==> config.mk <==
export PLATFORM = sky130hd
export DESIGN_NAME = prog_loader
export DESIGN_NICKNAME = d
export VERILOG_FILES = /design/src/rtl/prog_loader.sv
export SDC_FILE = /design/constraint.sdc
export NUM_CORES = 1
export LEC_CHECK = 0
export BUFFER_PORTS_ARGS = -buffer_cell sky130_fd_sc_hd__buf_2
export CORE_ASPECT_RATIO = 0.5
export CORE_MARGIN = 3
export CORE_UTILIZATION = 45
export CTS_BUF_LIST = sky130_fd_sc_hd__clkbuf_4
export DETAILED_ROUTE_END_ITERATION = 10
export GPL_TIMING_DRIVEN = 1
export PLACE_DENSITY = 0.72
export SLEW_MARGIN = 20
export SYNTH_ARGS = -nofsm -noshare
export SYNTH_HDL_FRONTEND = slang
export SYNTH_SLANG_ARGS = --single-unit
==> constraint.sdc <==
create_clock -name Clk -period 1.6 [get_ports Clk]
set_input_delay 0.32 -clock Clk [delete_from_list [all_inputs] [get_ports Clk]]
set_output_delay 0.32 -clock Clk [all_outputs]
set_load 0.01 [all_outputs]
==> src/rtl/prog_loader.sv <==
// prog_loader: assembles a byte stream into 9-bit words for the instruction store.
// Define PROG_LOADER_CKSUM_EN to append an XOR checksum byte (CK state, Err output).
module prog_loader #(
    parameter int AW    = 6,
    parameter int IW    = 9,
    parameter int DEPTH = 64
) (
    input  logic          Clk,
    input  logic          Reset,
    input  logic          Start,
    input  logic          InValid,
    input  logic [7:0]    InData,
    output logic          InReady,
    output logic          ImWen,
    output logic [AW-1:0] ImAddr,
    output logic [IW-1:0] ImDat,
    output logic          CpuHold,
    output logic          Busy,
    output logic          Done,
    output logic          Err
);
    typedef enum logic [2:0] {IDLE, HDR, LO, HI, WR, CK, DONE, ERR} state_t;

    localparam logic [AW:0] FULL = (AW+1)'(DEPTH);
    localparam logic [AW:0] ONE  = (AW+1)'(1);

    state_t      state;
    logic [AW:0] rem;
    logic [7:0]  lo_q;
    logic        acc;

    assign acc = InValid & InReady;

`ifdef PROG_LOADER_CKSUM_EN
    logic [7:0] csum;
    logic       err_q;
    assign Err = err_q;
`else
    assign Err = 1'b0;
`endif

    always_ff @(posedge Clk or negedge Reset) begin
        if (!Reset) begin
            state   <= IDLE;
            InReady <= 1'b0;
            ImWen   <= 1'b0;
            ImAddr  <= '0;
            ImDat   <= '0;
            CpuHold <= 1'b1;
            Busy    <= 1'b0;
            Done    <= 1'b0;
            rem     <= '0;
            lo_q    <= '0;
`ifdef PROG_LOADER_CKSUM_EN
            csum    <= '0;
            err_q   <= 1'b0;
`endif
        end else begin
            ImWen <= 1'b0;
            unique case (state)
                IDLE, DONE, ERR: begin
                    if (Start) begin
                        state   <= HDR;
                        InReady <= 1'b1;
                        Busy    <= 1'b1;
                        Done    <= 1'b0;
                        CpuHold <= 1'b1;
`ifdef PROG_LOADER_CKSUM_EN
                        err_q   <= 1'b0;
`endif
                    end
                end
                HDR: begin
                    if (acc) begin
                        state  <= LO;
                        ImAddr <= '0;
                        // a zero count field means a full store
                        rem    <= (InData[AW-1:0] == '0) ? FULL
                                                         : {1'b0, InData[AW-1:0]};
`ifdef PROG_LOADER_CKSUM_EN
                        csum   <= InData;
`endif
                    end
                end
                LO: begin
                    if (acc) begin
                        state <= HI;
                        lo_q  <= InData;
`ifdef PROG_LOADER_CKSUM_EN
                        csum  <= csum ^ InData;
`endif
                    end
                end
                HI: begin
                    if (acc) begin
                        state   <= WR;
                        InReady <= 1'b0;
                        ImWen   <= 1'b1;
                        ImDat   <= IW'({InData[0], lo_q});
`ifdef PROG_LOADER_CKSUM_EN
                        csum    <= csum ^ InData;
`endif
                    end
                end
                WR: begin
                    ImAddr <= ImAddr + AW'(1);
                    rem    <= rem - ONE;
                    if (rem != ONE) begin
                        state   <= LO;
                        InReady <= 1'b1;
                    end else begin
`ifdef PROG_LOADER_CKSUM_EN
                        state   <= CK;
                        InReady <= 1'b1;
`else
                        state   <= DONE;
                        Busy    <= 1'b0;
                        Done    <= 1'b1;
                        CpuHold <= 1'b0;
`endif
                    end
                end
`ifdef PROG_LOADER_CKSUM_EN
                CK: begin
                    if (acc) begin
                        InReady <= 1'b0;
                        Busy    <= 1'b0;
                        if (InData == csum) begin
                            state   <= DONE;
                            Done    <= 1'b1;
                            CpuHold <= 1'b0;
                        end else begin
                            state <= ERR;
                            err_q <= 1'b1;
                        end
                    end
                end
`endif
                default: begin
                    state   <= IDLE;
                    InReady <= 1'b0;
                    Busy    <= 1'b0;
                end
            endcase
        end
    end
endmodule

==> results by group, run 1 <==
Die
  – Horiz. Die Dim: around 95 um
  – DIE AREA: ~4800 sq um
  – Initial Utilization: around 49%
  – Row count: 15
  – I/O pins: 33
  – DIE HEIGHT: between 50 and 60 um
  – Core area: ~3600 sq um

Logic synthesis
  – Largest cells by area after synthesis: dfrtp_1 (52%), mux2_2 (11%), o21ai_0 (3.9%), nand2_1 (2.3%), ha_1 (2.1%)
  – Cell count after synthesis: roughly 160
  – Most frequent cell after synthesis: dfrtp_1
  – FF+latch count, synth: 38
  – Most common flop cell mapped by yosys: dfrtp_1
  – Mapped Nets: ~170
  – Register area share after synthesis: 53.52%
  – Async set-reset flop share out of synthesis: 100.0%
  – Syn_area_per_cell: roughly 11 sq um
  – Area share of the largest cell type after synthesis: around 52%
  – Syn. warnings: 0
  – Syn Std Cell Area: approximately 1800 sq um
  – EDFF count, synth: 0
  – Synth cell count leaders: dfrtp_1 (37), mux2_2 (17), o21ai_0 (14), nand2_1 (11), nor2_1 (8)
  – Most area-hungry cell type in the Yosys netlist: dfrtp_1
  – Yosys cell types: 42

Detailed routing
  – Final wirelength: 3.818 mm
  – WL/cell: ~15 um
  – Via count: 1392
  – Final ANT Viol Nets: 0
  – Routed vias/inst: ~5.4
  – Drt initial violations: a little over 40
  – Detailed Routing Iterations Pass 1: 4
  – DRC: 0

Global routing
  – GRT Resource Usage Total: between 15 and 20%
  – Global Route met2 Usage: around 27%
  – First-pass GRT wire length: about 6.5 mm
  – GRT met3 Usage: between 4 and 5%
  – Busiest grt layer: met2
  – M1 GR Usage: a little under a quarter
  – Final global-route overflow total: 0
  – Initial antenna violation count: 0
  – Largest net degree at the start of global routing: 39
  – Vias in the first global route: around 1400

Setup path
  – Startpoint types: flip-flop
  – WP buf/inv: 0
  – Delay-heaviest family, CP: simple AND/OR/NAND/NOR gates
  – Crit path kind: flip-flop to flip-flop
  – Worst Path Arrival: 1.97 ns
  – Critical Path Sink Type: flip-flop
  – Critical path's slowest cell: or4b_4
  – Max stage delay on crit path: ~0.53 ns
  – Crit-path cells: or3_4 -> or4b_4 -> nor3_2 -> a311o_2
  – WP data required: 1.89 ns
  – Largest fanout on the critical path: 5
  – Reg-to-reg slack, setup: -0.08 ns

Run status
  – Failing checks: negative setup slack
  – Status: complete, but fails checks

Placement
  – Placed Cells: 253
  – Placed inst area: 2111 sq um
  – DP HPWL: about 2.8 mm
  – GPL Wtd Cong: ~0.86
  – Port Buf Inserts: 31

Timing
  – Final setup violating endpoints: 4
  – Setup TNS: -0.1416 ns
  – Period utilization: 105.1%
  – Setup ws final: -0.08094 ns
  – Fmax: between 500 and 600 MHz
  – RSZ-0062 raised after global routing: true
  – Max-slew violation count: 0
  – Final-report hold violation count: 0
  – Period minus WS final: between 1.5 and 2 ns
  – Setup Skew: 0.004306 ns

Final layout
  – Area growth syn-to-layout: 24.26%
  – Final-stage net count: roughly 220
  – Area of the multi-input gates: around 800 sq um
  – Fin area: ~2200 sq um
  – Antenna diodes: 0
  – Layout Cells excl Fill: 260
  – Layout cell share with drive strength beyond 1: 41.15%
  – Register Area: between 900 and 1000 sq um
  – Fill count: just under 300

Clock tree
  – Clock Tree Root: clkbuf_4
  – Htree depth: 2
  – Total CTS buffers: 5
  – Clk buf depth: 2
  – Postcts setup bufs: 0
  – CTS tree: yes
  – Clock Sink Count: 38
  – Clock Pin Slew Worst Setup and Hold Paths: ~0.11 ns
  – Worst skew pair latency: around 0.34 ns

Power and ir drop
  – Max IR drop VDD: about 0.8 mV
  – LEAKAGE: just over 0.001 uW
  – Pwr dens: 1758 nW/um^2

Run
  – Max cap viols: 0

Hold path
  – Hold Crit Class: input pin to async pin
-- final timing paths --
check | start | to | cells past startpoint
setup / recovery | rem[4] | state[2] | 4
hold / removal | Reset | Busy | 2
setup reg to reg | rem[4] | state[2] | 4
hold reg to reg | ImAddr[5] | ImAddr[5] | 1
max in group asynchronous | Reset | CpuHold | 2
min in group Clk | InData[7] | lo_q[7] | 2
-- cell type report --
type | count | area share (%)
well taps | 51 | 2.886
clock inverters | 2 | 1.528
inverters | 5 | 0.8489
multi-input cells | 108 | 35.82
repair buffers | 51 | 14.15
flip-flops and latches | 38 | 43.07
clock buffers | 5 | 1.698
-- per-stage QoR --
stage          hold slack [ns]  util (%)  setup slack (ns)  power [uW]
3_5_place_dp            0.3968     58.58          -0.06394        3229
2_1_floorplan          0.02441         -          -0.02433        2568
4_1_cts               0.008110     60.62          -0.08758        3867
3_3_place_gp            0.3880     58.58          -0.01638        3140
5_1_grt                0.01933     61.35           -0.1305        4149
6_report               0.01055     61.35          -0.08094        3886
-- kinds of logic (layout without fill, tap and decap cells) --
group                      Yosys count  after routing  synth area share, %
AOI/OAI and AO/OA                   36             36                13.50
xor gates and xnor gates             3              3                1.477
adders and majority gates            3              3                2.110
buffers and inverters               12             63                3.305
DFF                                 38             38                53.52
muxes                               17             17                10.76
other                                1              1               0.2108
and+or+nand+nor                     48             48                15.12
-- state kept, by name (all words and copies together), names as in the netlist --
| register | flops |
|---|---|
| rem | 7 |
| ImAddr | 6 |
| lo_q | 8 |
| Busy | 1 |
| ImDat | 9 |
| Done | 1 |
| state | 3 |
| ImWen | 1 |
| InReady | 1 |
| CpuHold | 1 |
-- where the power goes --
group	switching, uW	internal (uW)
sequential	263	1360
clock	306	316
combinational	812	833
-- placed cells by master, fill, tap and decap left out, types with 2 or more instances in the layout --
cell type  instances
o21ai_1            2
nor3_1             3
o211ai_1           4
nand2_1           11
mux2_2            17
nand4_1            3
o21ai_0           12
buf_2             31
inv_1              5
nor2_1             8
or3_4              2
xor2_1             3
buf_6              2
clkbuf_4           5
nand2b_1           5
nor3_2             2
nand3_1            6
ha_1               3
dfrtp_1           37
buf_4             18
a21oi_1            6
-- routing by layer --
layer,vias to the layer above,wire length [um]
met5,-,0
met1,680,1850
li1,679,-
met3,6,154
met2,27,1768
met4,0,44
-- repair_timing --
action                                  4_1_cts  5_1_grt
pin swaps                                     0        3
resized for setup                             1        6
endpoints found under the setup margin        7       19
hold buffers                                  0        0
Power figures use the tool's default switching activity.
==> run 2: changes to the inputs <==
--- a/config.mk
+++ b/config.mk
@@ -5,6 +5,7 @@
 export SDC_FILE = /design/constraint.sdc
 export NUM_CORES = 1
 export LEC_CHECK = 0
+export ABC_AREA = 1
 export BUFFER_PORTS_ARGS = -buffer_cell sky130_fd_sc_hd__buf_2
 export CORE_ASPECT_RATIO = 0.5
 export CORE_MARGIN = 3
==> run 2 against run 1 <==
The flow now finishes without violations. Cell count up 26%. Combinational power up 19%. Synthesized area up 12%. Worst setup slack better by 0.25 ns. Fmax up 17%. Count of clock-buffer cells in the layout unchanged. Via count up 12%. Cell area up 1.3%. Critical endpoint is now lo_q[3].
==> results by group, run 2 <==
Setup path
  – Crit path kind: flip-flop to flip-flop
  – Delay-heaviest family, CP: simple AND/OR/NAND/NOR gates
  – Crit-path cells: inv_2 -> nand2_2 -> inv_2 -> nand3_2 -> nand2_1 -> o21ai_2
  – RR Startpoint: state[2]
  – CP most frequent cell: inv_2
  – Reg2reg path depth: 6 (+2)
  – Critical path's slowest cell: dfrtp_1
  – WP data required: 1.82 ns (-0.07 ns)
  – WP buf/inv: 2 (+2)
  – Reg-to-reg slack, setup: 0.17 ns (+0.25 ns)
  – Critical Path Sink Type: flip-flop
  – Max stage delay on crit path: 0.47 ns (-0.06 ns)
  – Worst Path Arrival: 1.66 ns (-0.31 ns)
  – Worst reg2reg endpoint: lo_q[3]
  – Startpoint types: flip-flop
  – Largest fanout on the critical path: 16 (+11)

Clock tree
  – CTS tree: yes
  – Postcts setup bufs: 0 (unchanged)
  – Clk buf depth: 2 (unchanged)
  – Total CTS buffers: 5 (unchanged)
  – Hold-fix buffer count after cts: 0 (unchanged)
  – Clock Tree Root: clkbuf_4
  – Htree depth: 2 (unchanged)
  – Clock Sink Count: 38 (unchanged)
  – PostCTS Resize Cnt: 0 (-1)
  – Worst skew pair latency: 0.33 ns (about the same)
  – Clock Pin Slew Worst Setup and Hold Paths: 0.12 ns (about the same)

Run
  – Max cap viols: 0 (unchanged)

Logic synthesis
  – Syn. warnings: 0 (unchanged)
  – Syn Std Cell Area: 1996 sq um (+12%)
  – Area share of the largest cell type after synthesis: 46.39% (-5.6 points)
  – Most area-hungry cell type in the Yosys netlist: dfrtp_1
  – Most frequent cell after synthesis: nand2_1
  – Syn_area_per_cell: 8.421 sq um (-25%)
  – Yosys cell types: 28 (-33%)
  – EDFF count, synth: 0 (unchanged)
  – Most common flop cell mapped by yosys: dfrtp_1
  – Async set-reset flop share out of synthesis: 100.0% (unchanged)
  – FF+latch count, synth: 38 (unchanged)
  – Largest cells by area after synthesis: dfrtp_1 (46%), nand2_1 (14%), inv_1 (4.5%), o21ai_2 (4.4%), nor2_1 (3.4%)
  – Synth cell count leaders: nand2_1 (76), dfrtp_1 (37), inv_1 (24), nor2_1 (18), nand3_1 (12)
  – Register area share after synthesis: 47.71% (-5.8 points)
  – Cell count after synthesis: 237 (+50%)
  – Mapped Nets: 252 (+46%)

Final layout
  – Max FFs per register: 9 (unchanged)
  – Layout cell share with drive strength beyond 1: 29.67% (-11 points)
  – Area growth syn-to-layout: 12.23%
  – Commonest cells after routing, fill and taps aside: nand2_1 (76), dfrtp_1 (37), buf_2 (31)
  – Regs by FF count: ImDat (9), lo_q (8), rem (7)
  – Most flops, register: ImDat
  – Fill count: 384 (+30%)
  – Area of the multi-input gates: 875.8 sq um (+11%)
  – Final-stage net count: 288 (+29%)
  – Register Area: 952.2 sq um (unchanged)
  – Layout Cells excl Fill: 327 (+26%)
  – Antenna diodes: 0 (unchanged)
  – Commonest non-fill, non-tap cell in the layout: nand2_1
  – Fin area: 2240 sq um (+1.3%)

Detailed routing
  – Routed vias/inst: 4.761 (-11%)
  – Final wirelength: 3.672 mm (-3.8%)
  – Drt initial violations: 99 (+140%)
  – Detailed Routing Iterations Pass 1: 4 (unchanged)
  – WL/cell: 11.23 um (-24%)
  – Via count: 1557 (+12%)
  – DRC: 0 (unchanged)
  – Final ANT Viol Nets: 0 (unchanged)

Placement
  – DP HPWL: 2.800 mm (-1.7%)
  – GPL Wtd Cong: 0.9289 (+8.5%)
  – Port Buf Inserts: 31 (unchanged)
  – Placed Cells: 320 (+26%)
  – Placed inst area: 2192 sq um (+3.9%)

Power and ir drop
  – Pwr dens: 1831 nW/um^2 (+4.2%)
  – Max IR drop VDD: 0.7542 mV (-6.0%)
  – Total power: 4101 uW (+5.5%)
  – LEAKAGE: 0.001205 uW (+17%)

Timing
  – Final setup violating endpoints: 0 (-4)
  – Period utilization: 89.63% (-15 points)
  – Fmax: 697.3 MHz (+17%)
  – Setup TNS: 0 ns (+0.1416 ns)
  – Period minus WS final: 1.434 ns (-0.2469 ns)
  – Final-report hold violation count: 0 (unchanged)
  – Setup Skew: 0.01153 ns (+0.007223 ns)
  – Max-slew violation count: 0 (unchanged)
  – RSZ-0062 raised after global routing: false

Hold path
  – Hold Crit Class: input pin to async pin

Die
  – Core area: 4084 sq um (+13%)
  – DIE AREA: 5319 sq um (+11%)
  – Row count: 16 (+1)
  – I/O pins: 33 (unchanged)
  – Initial Utilization: 48.87% (-0.51 points)
  – Horiz. Die Dim: 100.2 um (+5.5%)
  – DIE HEIGHT: 53.09 um (+5.2%)

Global routing
  – GRT Resource Usage Total: 15.79% (-1.7 points)
  – Largest net degree at the start of global routing: 39 (unchanged)
  – First-pass GRT wire length: 6.555 mm (+1.4%)
  – Vias in the first global route: 1458 (+2.5%)
  – Initial antenna violation count: 0 (unchanged)
  – Final global-route overflow total: 0 (unchanged)

Run status
  – Status: complete, no violations
[run 2: logic make-up after synthesis]
| kind of cell | synth area share [%] |
|---|---|
| AOI/OAI and AO/OA | 8.902 |
| xor gates and xnor gates | 0.4390 |
| adders and majority gates | 1.881 |
| buffers and inverters | 8.402 |
| DFF | 47.71 |
| other | 0.1879 |
| and+or+nand+nor | 32.48 |
[run 2: per-stage QoR]
step                hold slack, ns  util, %  setup WS (ns)
floorplan                  0.02441        -         0.3960
global placement            0.3930    53.68         0.1932
detailed placement          0.4031    53.68         0.1812
CTS                        0.02281    54.84         0.1579
global route               0.02230    54.84        0.02093
finish                    0.005527    54.84         0.1659
[run 2: cell type report]
type	count	area share, %
clock buffer	5	1.676
multi-input combinational	162	39.11
clock inverter	2	0.4469
timing repair buffer	33	7.598
inverter	33	5.642
tap	54	3.017
sequential	38	42.51
[run 2: worst max path at each step]
stage	to	startpoint	cells after the start
floorplan	rem[4]	state[1]	7
global placement	lo_q[2]	state[2]	6
detailed placement	lo_q[3]	state[2]	6
CTS	lo_q[3]	state[2]	6
global route	lo_q[3]	state[2]	6
finish	lo_q[3]	state[2]	6
[run 2: routing by layer]
layer	track usage [%]	vias to the layer above	share of wire (%)
met5	0	-	0
met3	4.211	2	4.5
met2	24.67	30	43
met1	22.00	712	52
met4	3.579	0	0.65
li1	-	813	-
[run 2: report_power, final]
group	internal, uW	switching (uW)	total, uW
clock network	158	309	467
registers	1370	310	1680
logic	730	1230	1960
